<file path="config.mk">
export PLATFORM = sky130hd
export DESIGN_NAME = exu_jump_ctrl
export DESIGN_NICKNAME = d
export VERILOG_FILES = /design/src/rtl/exu_jump_ctrl.sv
export SDC_FILE = /design/constraint.sdc
export NUM_CORES = 1
export LEC_CHECK = 0
export CORE_MARGIN = 5
export CORE_UTILIZATION = 60
export CTS_BUF_LIST = sky130_fd_sc_hd__clkbuf_2 sky130_fd_sc_hd__clkbuf_4 sky130_fd_sc_hd__clkbuf_8
export CTS_CLUSTER_SIZE = 40
export DETAILED_ROUTE_END_ITERATION = 10
export DONT_BUFFER_PORTS = 1
export GPL_ROUTABILITY_DRIVEN = 1
export HOLD_SLACK_MARGIN = 0.05
export MAX_ROUTING_LAYER = met4
export PLACE_DENSITY_LB_ADDON = 0.08
export SETUP_SLACK_MARGIN = 0.15
export SLEW_MARGIN = 20
export SYNTH_ARGS = -nofsm -noshare
export SYNTH_HDL_FRONTEND = slang
export SYNTH_SLANG_ARGS = --single-unit
</file>
<file path="constraint.sdc">
create_clock -name i_clk -period 2.68 [get_ports i_clk]
set_input_delay 0.67 -clock i_clk [delete_from_list [all_inputs] [get_ports i_clk]]
set_output_delay 0.67 -clock i_clk [all_outputs]
set_load 0.02 [all_outputs]
</file>
<file path="src/rtl/exu_jump_ctrl.sv">
// ============================================================================
// exu_jump_ctrl
// ----------------------------------------------------------------------------
// Converts a taken branch/jump result from the EXU into a front-end redirect.
// An aligned taken target is latched and offered to the IFU with a
// valid/ready handshake. Flush is held while the request is pending and for
// FLUSH_CYCLES bubble cycles after the handshake. Misaligned targets
// (addr[1:0] != 0) produce a one-cycle o_misalign pulse instead of a redirect.
// Completed handshakes are counted.
//
// Parameters
//   FLUSH_CYCLES : bubble cycles of flush after the handshake (0..15)
//   CNT_W        : width of the taken-redirect counter
//
// Ports
//   i_clk            : clock, all state changes on the rising edge
//   i_rst            : synchronous reset, active-high
//   i_ex_valid       : EX stage holds a valid instruction
//   i_jump_en        : branch/jump resolved taken (qualified by i_ex_valid)
//   i_jump_addr      : resolved target address
//   i_ifu_ready      : IFU accepts the redirect this cycle
//   i_cnt_clr        : clear the taken-redirect counter
//   o_redirect_valid : redirect request to the IFU
//   o_redirect_pc    : redirect target, stable while o_redirect_valid=1
//   o_flush          : kill wrong-path IF/ID instructions
//   o_busy           : controller not idle, EX requests ignored
//   o_misalign       : one-cycle pulse for a taken misaligned target
//   o_misalign_addr  : offending target, valid while o_misalign=1
//   o_taken_cnt      : number of completed redirect handshakes
// ============================================================================
module exu_jump_ctrl #(
    parameter int FLUSH_CYCLES = 2,
    parameter int CNT_W        = 32
) (
    input  logic             i_clk,
    input  logic             i_rst,
    input  logic             i_ex_valid,
    input  logic             i_jump_en,
    input  logic [31:0]      i_jump_addr,
    input  logic             i_ifu_ready,
    input  logic             i_cnt_clr,
    output logic             o_redirect_valid,
    output logic [31:0]      o_redirect_pc,
    output logic             o_flush,
    output logic             o_busy,
    output logic             o_misalign,
    output logic [31:0]      o_misalign_addr,
    output logic [CNT_W-1:0] o_taken_cnt
);

    typedef enum logic [1:0] {
        ST_IDLE  = 2'd0,
        ST_REQ   = 2'd1,
        ST_DRAIN = 2'd2
    } state_t;

    localparam logic [3:0] FLUSH_INIT = 4'(FLUSH_CYCLES);

    state_t           r_state;
    logic [3:0]       r_bubble;
    logic             r_redirect_valid;
    logic [31:0]      r_redirect_pc;
    logic             r_flush;
    logic             r_busy;
    logic             r_misalign;
    logic [31:0]      r_misalign_addr;
    logic [CNT_W-1:0] r_taken_cnt;

    logic w_req;
    logic w_aligned;
    logic w_handshake;

    assign w_req       = i_ex_valid & i_jump_en;
    assign w_aligned   = (i_jump_addr[1:0] == 2'b00);
    // r_redirect_valid is only ever set in ST_REQ, so this is the REQ handshake.
    assign w_handshake = r_redirect_valid & i_ifu_ready;

    // NOTE: every output is a flop written with non-blocking assignments in this
    // one block; no input reaches an output combinationally.
    always_ff @(posedge i_clk) begin
        if (i_rst) begin
            r_state          <= ST_IDLE;
            r_bubble         <= 4'd0;
            r_redirect_valid <= 1'b0;
            r_redirect_pc    <= 32'd0;
            r_flush          <= 1'b0;
            r_busy           <= 1'b0;
            r_misalign       <= 1'b0;
            r_misalign_addr  <= 32'd0;
            r_taken_cnt      <= '0;
        end else begin
            // Misalign is a pulse; it only survives the cycle it is set in.
            r_misalign <= 1'b0;

            case (r_state)
                ST_IDLE: begin
                    if (w_req) begin
                        if (w_aligned) begin
                            r_state          <= ST_REQ;
                            r_redirect_pc    <= i_jump_addr;
                            r_redirect_valid <= 1'b1;
                            r_flush          <= 1'b1;
                            r_busy           <= 1'b1;
                        end else begin
                            r_misalign      <= 1'b1;
                            r_misalign_addr <= i_jump_addr;
                        end
                    end
                end

                ST_REQ: begin
                    // EX requests are wrong-path here and deliberately ignored.
                    if (w_handshake) begin
                        r_redirect_valid <= 1'b0;
                        if (FLUSH_CYCLES == 0) begin
                            r_state <= ST_IDLE;
                            r_flush <= 1'b0;
                            r_busy  <= 1'b0;
                        end else begin
                            r_state  <= ST_DRAIN;
                            r_bubble <= FLUSH_INIT;
                        end
                    end
                end

                ST_DRAIN: begin
                    // Leave when the count is about to hit zero so flush stays
                    // high for exactly FLUSH_CYCLES cycles after the handshake.
                    r_bubble <= r_bubble - 4'd1;
                    if (r_bubble == 4'd1) begin
                        r_state <= ST_IDLE;
                        r_flush <= 1'b0;
                        r_busy  <= 1'b0;
                    end
                end

                default: begin
                    r_state          <= ST_IDLE;
                    r_redirect_valid <= 1'b0;
                    r_flush          <= 1'b0;
                    r_busy           <= 1'b0;
                end
            endcase

            // Clear has priority over a same-cycle increment.
            if (i_cnt_clr) begin
                r_taken_cnt <= '0;
            end else if (w_handshake) begin
                r_taken_cnt <= r_taken_cnt + CNT_W'(1);
            end
        end
    end

    assign o_redirect_valid = r_redirect_valid;
    assign o_redirect_pc    = r_redirect_pc;
    assign o_flush          = r_flush;
    assign o_busy           = r_busy;
    assign o_misalign       = r_misalign;
    assign o_misalign_addr  = r_misalign_addr;
    assign o_taken_cnt      = r_taken_cnt;

endmodule

</file>
==> flow_metrics.py, run 1 <==
metrics = {
    "timing": {
        "skew_ns": 0.0161,
        "final-setup-viol-count": 0,
        "number_of_endpoints_with_negative_hold_slack_in_the_final_report": 0,
        "fmaxAchievable_mhz": 443,
        "rsz0062_at_grt": "false",
        "slew_headroom_pct": 61.7,
        "fin_tns_setup_ns": 0,
        "timing.final.crit_period_ns": 2.26,
        "worst-slew-pin-transition_ns": 0.575,
        "timing.final.crit_share_pct": 84.3,
        "finalMaxSlewViolations": 0,
    },
    "place": {
        "placer_congestion_estimate": 0.809,
        "placedCellCount": 571,
        "detailed_place.area_sq_mm": 0.00419,
        "portBuffers": 0,
        "dp_hpwl_mm": 6.87,
    },
    "yosys": {
        "synthesis.instances": 512,
        "postSynthAreaPerCell_sq_um": 8.06,
        "ys_dominant_reg_cell": "sky130_fd_sc_hd__dfxtp_1",
        "netlist-cell-type-count": 36,
        "synthArstFlopShare_pct": 0,
        "synth.yosys.seq_area_share_pct": 51.0,
        "synthesized_cell_area_sq_mm": 0.00413,
        "ys_seq_elements": 105,
        "synth_enable_flop_cells": 0,
        "ys.warnings.count": 0,
        "post_synthesis_net_count": 553,
    },
    "global_route": {
        "grt_remaining_overflow": 0,
        "first_global_vias": 3246,
        "grt_first_pass_wirelength_mm": 15.3,
        "number_of_antenna_violations_at_the_first_check_in_global_routing": 0,
        "global_route.usage.total_pct": 22.6,
        "grt_max_degree": 78,
    },
    "final_layout": {
        "final_design_area_excluding_fillers_sq_mm": 0.00436,
        "n_antenna_cell": 0,
        "flow.area_growth_from_synthesis_pct": 5.79,
        "layoutNonFillerInstCount": 587,
        "finish.net_count": 543,
        "layout.cells.most_common_list": "sky130_fd_sc_hd__nand2_1, sky130_fd_sc_hd__dfxtp_1, sky130_fd_sc_hd__a21oi_1",
        "most_common_cell_after_layout_fill_and_taps_aside": "sky130_fd_sc_hd__nand2_1",
        "final_layout_size_suffix_gt1_share_pct": 6.90,
    },
    "clock_tree": {
        "cts.reportedPaths.clkPinSlew_ns": 0.11,
        "clock_sinks": 105,
        "cts_tree": "built",
        "cts_root_buffer": "sky130_fd_sc_hd__clkbuf_8",
        "clock_tree.buffer_depth": 2,
        "numCtsBuffers": 9,
        "cts_setup_buffers": 0,
        "cts-hold-fix-buffers": 0,
        "worst_skew_pair.late_latency_ns": 0.37,
        "cts-resized-gates": 0,
        "clock_tree.htree_level_count": 3,
    },
    "detailed_routing": {
        "route.layer.met1.wl_mm": 3.81,
        "detail-route-antenna-nets": 0,
        "drt_drc_violations_left": 0,
        "detailroute.via_count": 3440,
        "dr.max_layer_used": "met4",
        "detail_route.wl_per_cell_microns": 16.5,
        "detailroute.wirelength.met2_mm": 4.65,
        "first_drt_pass_iteration_count": 4,
        "drt_iter0_markers": 222,
        "totalWireLength_mm": 9.71,
        "vias_per_cell": 5.86,
        "met3_wirelength_microns": 980,
    },
    "die": {
        "die-width_microns": 92.9,
        "row_count": 30,
        "chipHeight_microns": 92.9,
        "core_area_sq_mm": 0.00676,
        "die_area_sq_mm": 0.00863,
        "number_of_top_level_design_ports": 138,
        "initial_core_util_pct": 61.1,
    },
    "critical_path": {
        "crit_fanout": 17,
        "timing.setup.critical_path_class": "reg2reg",
        "worstSetupEndpointType": "flip-flop",
        "start_kind": "flip-flop",
        "critical_path_required_ns": 2.96,
        "crit_arrival_ns": 2.54,
    },
    "worst_hold_path": {
        "min-delay-path-class": "in2reg",
    },
    "pwr": {
        "power_density_mw_per_mm2": 607,
        "leakage_nw": 1.38,
        "irDropWorstVdd_mv": 0.387,
    },
    "flow_run": {
        "maxCapViolations": 0,
    },
    "outcome": {
        "status": "finished clean",
    },
}
==> metrics by stage <==
step | setup WS (ns) | utilization (%) | power (mW) | hold WS (ns)
CTS | 0.440 | 64.6 | 2.67 | 0.351
detailed placement | 0.461 | 62.0 | 1.79 | 0.507
global placement | 0.526 | 62.0 | 1.78 | 0.495
floorplan | 0.462 | - | 1.77 | 0.485
finish | 0.421 | 64.6 | 2.65 | 0.367
global route | 0.245 | 64.6 | 2.74 | 0.352
==> power breakdown <==
group	internal, mW	switching [mW]	leakage (nW)
Combinational	0.0336	0.0573	0.449
Sequential	1.59	0.0648	0.850
Clock	0.345	0.555	0.0822
Total	1.97	0.677	1.38
==> state kept, by name (all words and copies together) (netlist names) <==
name / cells
r_bubble: 4
r_state: 2
o_misalign: 1
o_redirect_pc: 32
o_taken_cnt: 32
o_redirect_valid: 1
o_busy: 1
o_misalign_addr: 32
==> critical path: stages (launching register included) <==
cell and delay, ns:
sky130_fd_sc_hd__dfxtp_1 0.56, sky130_fd_sc_hd__nand4_2 0.22, sky130_fd_sc_hd__or3_1 0.65, sky130_fd_sc_hd__or4_1 0.59
sky130_fd_sc_hd__a21oi_1 0.15
==> per-layer routing <==
layer / GRT usage (%) / vias up
met5: - / -
met4: 11.1 / 0
met3: 8.45 / 21
met2: 35.5 / 116
met1: 25.5 / 1565
li1: - / 1738
==> final timing paths <==
check / from / to / slack (ns) / depth (start not counted)
worst min-delay path: i_rst / o_misalign_addr[30] / 0.37 / 1
worst max register to register: o_taken_cnt[3] / o_taken_cnt[20] / 0.42 / 4
worst min register to register: r_bubble[3] / r_bubble[3] / 0.52 / 2
worst max-delay path: o_taken_cnt[3] / o_taken_cnt[20] / 0.42 / 4
==> cell families (layout without fill, tap and decap cells) <==
kind of cell,count (synthesis),in the layout,share of synthesized area [%]
AND/OR/NAND/NOR,236,236,26.4
AO/OA/AOI/OAI,116,116,15.1
buffers and inverters,40,35,4.00
flip-flops,105,105,51.0
XOR/XNOR,10,10,2.12
multiplexers,2,2,0.485
adder cells (fa/ha/maj),3,3,0.910
==> layout make-up <==
cell class	count	area (sq um)
fillers	607	2390
clock inverters	7	53.8
repair buffers	13	97.6
multi-input cells	367	1860
well taps	80	100
clock buffers	9	124
flip-flops and latches	105	2100
inverters	6	22.5
==> synthesized netlist by cell type, drive strengths merged, types with 3 or more instances <==
master	n	area, sq um
inv	6	22.5
o21ai	8	40.0
or3	9	56.3
nand2	146	548
xnor2	5	43.8
ha	3	37.5
dfxtp	105	2100
o31ai	13	97.6
nand4	6	43.8
nor4	6	37.5
xor2	5	43.8
and4	6	52.6
buf	6	36.3
a21oi	92	460
or4	14	109
clkbuf	28	106
nor2	21	78.8
nor3	5	25.0
nand3	11	55.1
Power figures use the tool's default switching activity.
==> run 2: changes to the inputs <==
--- a/config.mk
+++ b/config.mk
@@ -6,7 +6,7 @@
 export NUM_CORES = 1
 export LEC_CHECK = 0
 export CORE_MARGIN = 5
-export CORE_UTILIZATION = 60
+export CORE_UTILIZATION = 59
 export CTS_BUF_LIST = sky130_fd_sc_hd__clkbuf_2 sky130_fd_sc_hd__clkbuf_4 sky130_fd_sc_hd__clkbuf_8
 export CTS_CLUSTER_SIZE = 40
 export DETAILED_ROUTE_END_ITERATION = 10
==> constraint.sdc (replaced) <==
create_clock -name i_clk -period 1.9 [get_ports i_clk]
set_input_delay 0.475 -clock i_clk [delete_from_list [all_inputs] [get_ports i_clk]]
set_output_delay 0.475 -clock i_clk [all_outputs]
set_load 0.02 [all_outputs]
==> run 2 against run 1 <==
Clock-buffer cell count up 1. Critical path depth unchanged. Register-to-register slack worse by 0.28 ns. Cell count increased by 9.2%. Clock skew fell by 0.0052 ns. Non-clock buffer count up 35.
==> flow_metrics.py, run 2 (synthesis gave the netlist of run 1 again) <==
metrics = {
    "timing": {
        "fmaxAchievable_mhz": 570,
        "finalMaxSlewViolations": 0,
        "final_critical_path_setup_slack_ns": 0.144,
        "skew_ns": 0.0109,
        "rsz0062_at_grt": "true",
        "number_of_endpoints_with_negative_hold_slack_in_the_final_report": 0,
        "worst-slew-pin-transition_ns": 0.611,
        "whs_ns": 0.199,
        "slew_headroom_pct": 59.2,
        "timing.final.crit_share_pct": 92.4,
        "fin_tns_setup_ns": 0,
        "timing.final.crit_period_ns": 1.76,
        "final-setup-viol-count": 0,
    },
    "detailed_routing": {
        "detail_route.wl_per_cell_microns": 16.6,
        "first_drt_pass_iteration_count": 5,
        "totalWireLength_mm": 10.6,
        "vias_per_cell": 5.81,
        "detailroute.via_count": 3727,
        "drt_iter0_markers": 130,
        "detail-route-antenna-nets": 0,
        "drt_drc_violations_left": 0,
    },
    "global_route": {
        "first_global_vias": 3498,
        "grt_remaining_overflow": 0,
        "number_of_antenna_violations_at_the_first_check_in_global_routing": 0,
        "grt_first_pass_wirelength_mm": 16.8,
        "grt_max_degree": 78,
        "global_route.usage.total_pct": 24.7,
    },
    "worst_hold_path": {
        "hold_path_cells": 1,
        "min-delay-path-class": "in2reg",
        "hold_start": "i_rst",
        "worst_hold_path.endpoint": "o_redirect_pc[15]",
    },
    "die": {
        "row_count": 30,
        "initial_core_util_pct": 60.7,
        "core_area_sq_mm": 0.00679,
        "chipHeight_microns": 93.6,
        "die-width_microns": 93.6,
        "number_of_top_level_design_ports": 138,
        "die_area_sq_mm": 0.00876,
    },
    "critical_path": {
        "worstSetupEndpointType": "flip-flop",
        "crit_fanout": 6,
        "timing.rr.start": "o_taken_cnt[2]",
        "timing.setup.critical_path_class": "reg2reg",
        "start_kind": "flip-flop",
        "crit_arrival_ns": 2.05,
        "crit_start": "o_taken_cnt[2]",
        "reg2reg_setup_slack_ns": 0.14,
        "timing.rr.end": "o_taken_cnt[31]",
        "critical_path_required_ns": 2.19,
        "r2r.worst_path.cells": 4,
    },
    "final_layout": {
        "finish.net_count": 581,
        "finalCoreUtilization_pct": 71.5,
        "final_layout_size_suffix_gt1_share_pct": 17.6,
        "n_antenna_cell": 0,
        "layout.cells.most_common_list": "sky130_fd_sc_hd__nand2_1, sky130_fd_sc_hd__dfxtp_1, sky130_fd_sc_hd__a21oi_1",
        "flow.area_growth_from_synthesis_pct": 17.7,
        "most_common_cell_after_layout_fill_and_taps_aside": "sky130_fd_sc_hd__nand2_1",
    },
    "pwr": {
        "post-layout-total-power_mw": 3.90,
        "power_density_mw_per_mm2": 803,
        "leakage_nw": 1.65,
        "irDropWorstVdd_mv": 0.566,
    },
    "clock_tree": {
        "worst_skew_pair.late_latency_ns": 0.36,
        "clock_tree.buffer_depth": 2,
        "clock_tree.htree_level_count": 3,
        "cts_tree": "built",
        "cts_root_buffer": "sky130_fd_sc_hd__clkbuf_8",
        "cts-hold-fix-buffers": 0,
        "numCtsBuffers": 9,
        "cts.reportedPaths.clkPinSlew_ns": 0.10,
        "clock_sinks": 105,
    },
    "place": {
        "placer_congestion_estimate": 0.808,
        "dp_hpwl_mm": 6.90,
        "portBuffers": 0,
        "dp_worst_setup_slack_ns": -0.0543,
    },
    "outcome": {
        "status": "finished clean",
    },
    "flow_run": {
        "maxCapViolations": 0,
    },
}
-- run 2: changes by cell type in the layout (fill, tap and decap cells not counted), sizes merged --
cell and change:
buf +35, bufinv +1, or3 +1, clkinvlp -2, or4 +2, clkbuf +1
-- run 2: worst max-delay path by stage --
stage                                 end
after floorplan           o_taken_cnt[30]
after global placement    o_taken_cnt[24]
after detailed placement  o_taken_cnt[14]
after CTS                 o_taken_cnt[19]
after global routing      o_taken_cnt[20]
final                     o_taken_cnt[31]
-- run 2: where the power goes --
| group | switching, mW | internal (mW) |
|---|---|---|
| Sequential | 0.0895 | 2.24 |
| Clock | 0.774 | 0.660 |
| Combinational | 0.0830 | 0.0494 |
-- run 2: final cells by class --
class	count	area [sq um]
clock buffer	10	138
clock inverter	6	72.6
fill	526	1940
inverter	6	22.5
multi-input combinational	370	1990
sequential	105	2130
tap	96	120
timing repair buffer	48	389
-- run 2: stage by stage --
| stage | cell area [sq um] | instances |
|---|---|---|
| floorplan | 4190 | 512 |
| global placement | 4480 | 616 |
| detailed placement | 4480 | 616 |
| CTS | 4800 | 640 |
| global route | 4850 | 641 |
| finish | 4850 | 641 |
-- run 2: repair_timing --
| action | in CTS | in global routing |
|---|---|---|
| endpoints found under the setup margin | 15 | 16 |
| cloned | 3 | 0 |
| setup buffers | 5 | 1 |
| gates resized for setup | 10 | 12 |
| endpoints found under the hold margin | 0 | 0 |
| pin swaps | 2 | 5 |
-- run 2: critical path, cell delays in order (launching register included) --
cell	delay [ns]
sky130_fd_sc_hd__dfxtp_4	0.37
sky130_fd_sc_hd__nand3_4	0.10
sky130_fd_sc_hd__or4_4	0.60
sky130_fd_sc_hd__or4_4	0.49
sky130_fd_sc_hd__a21oi_1	0.12
-- run 2: metal layers --
| metal | share of wire (%) | vias up | GRT usage (%) |
|---|---|---|---|
| met5 | 0 | - | - |
| met4 | 1.9 | 0 | 8.18 |
| met3 | 9.9 | 21 | 9.01 |
| met2 | 49 | 135 | 40.4 |
| met1 | 39 | 1760 | 28.2 |
| li1 | - | 1811 | - |
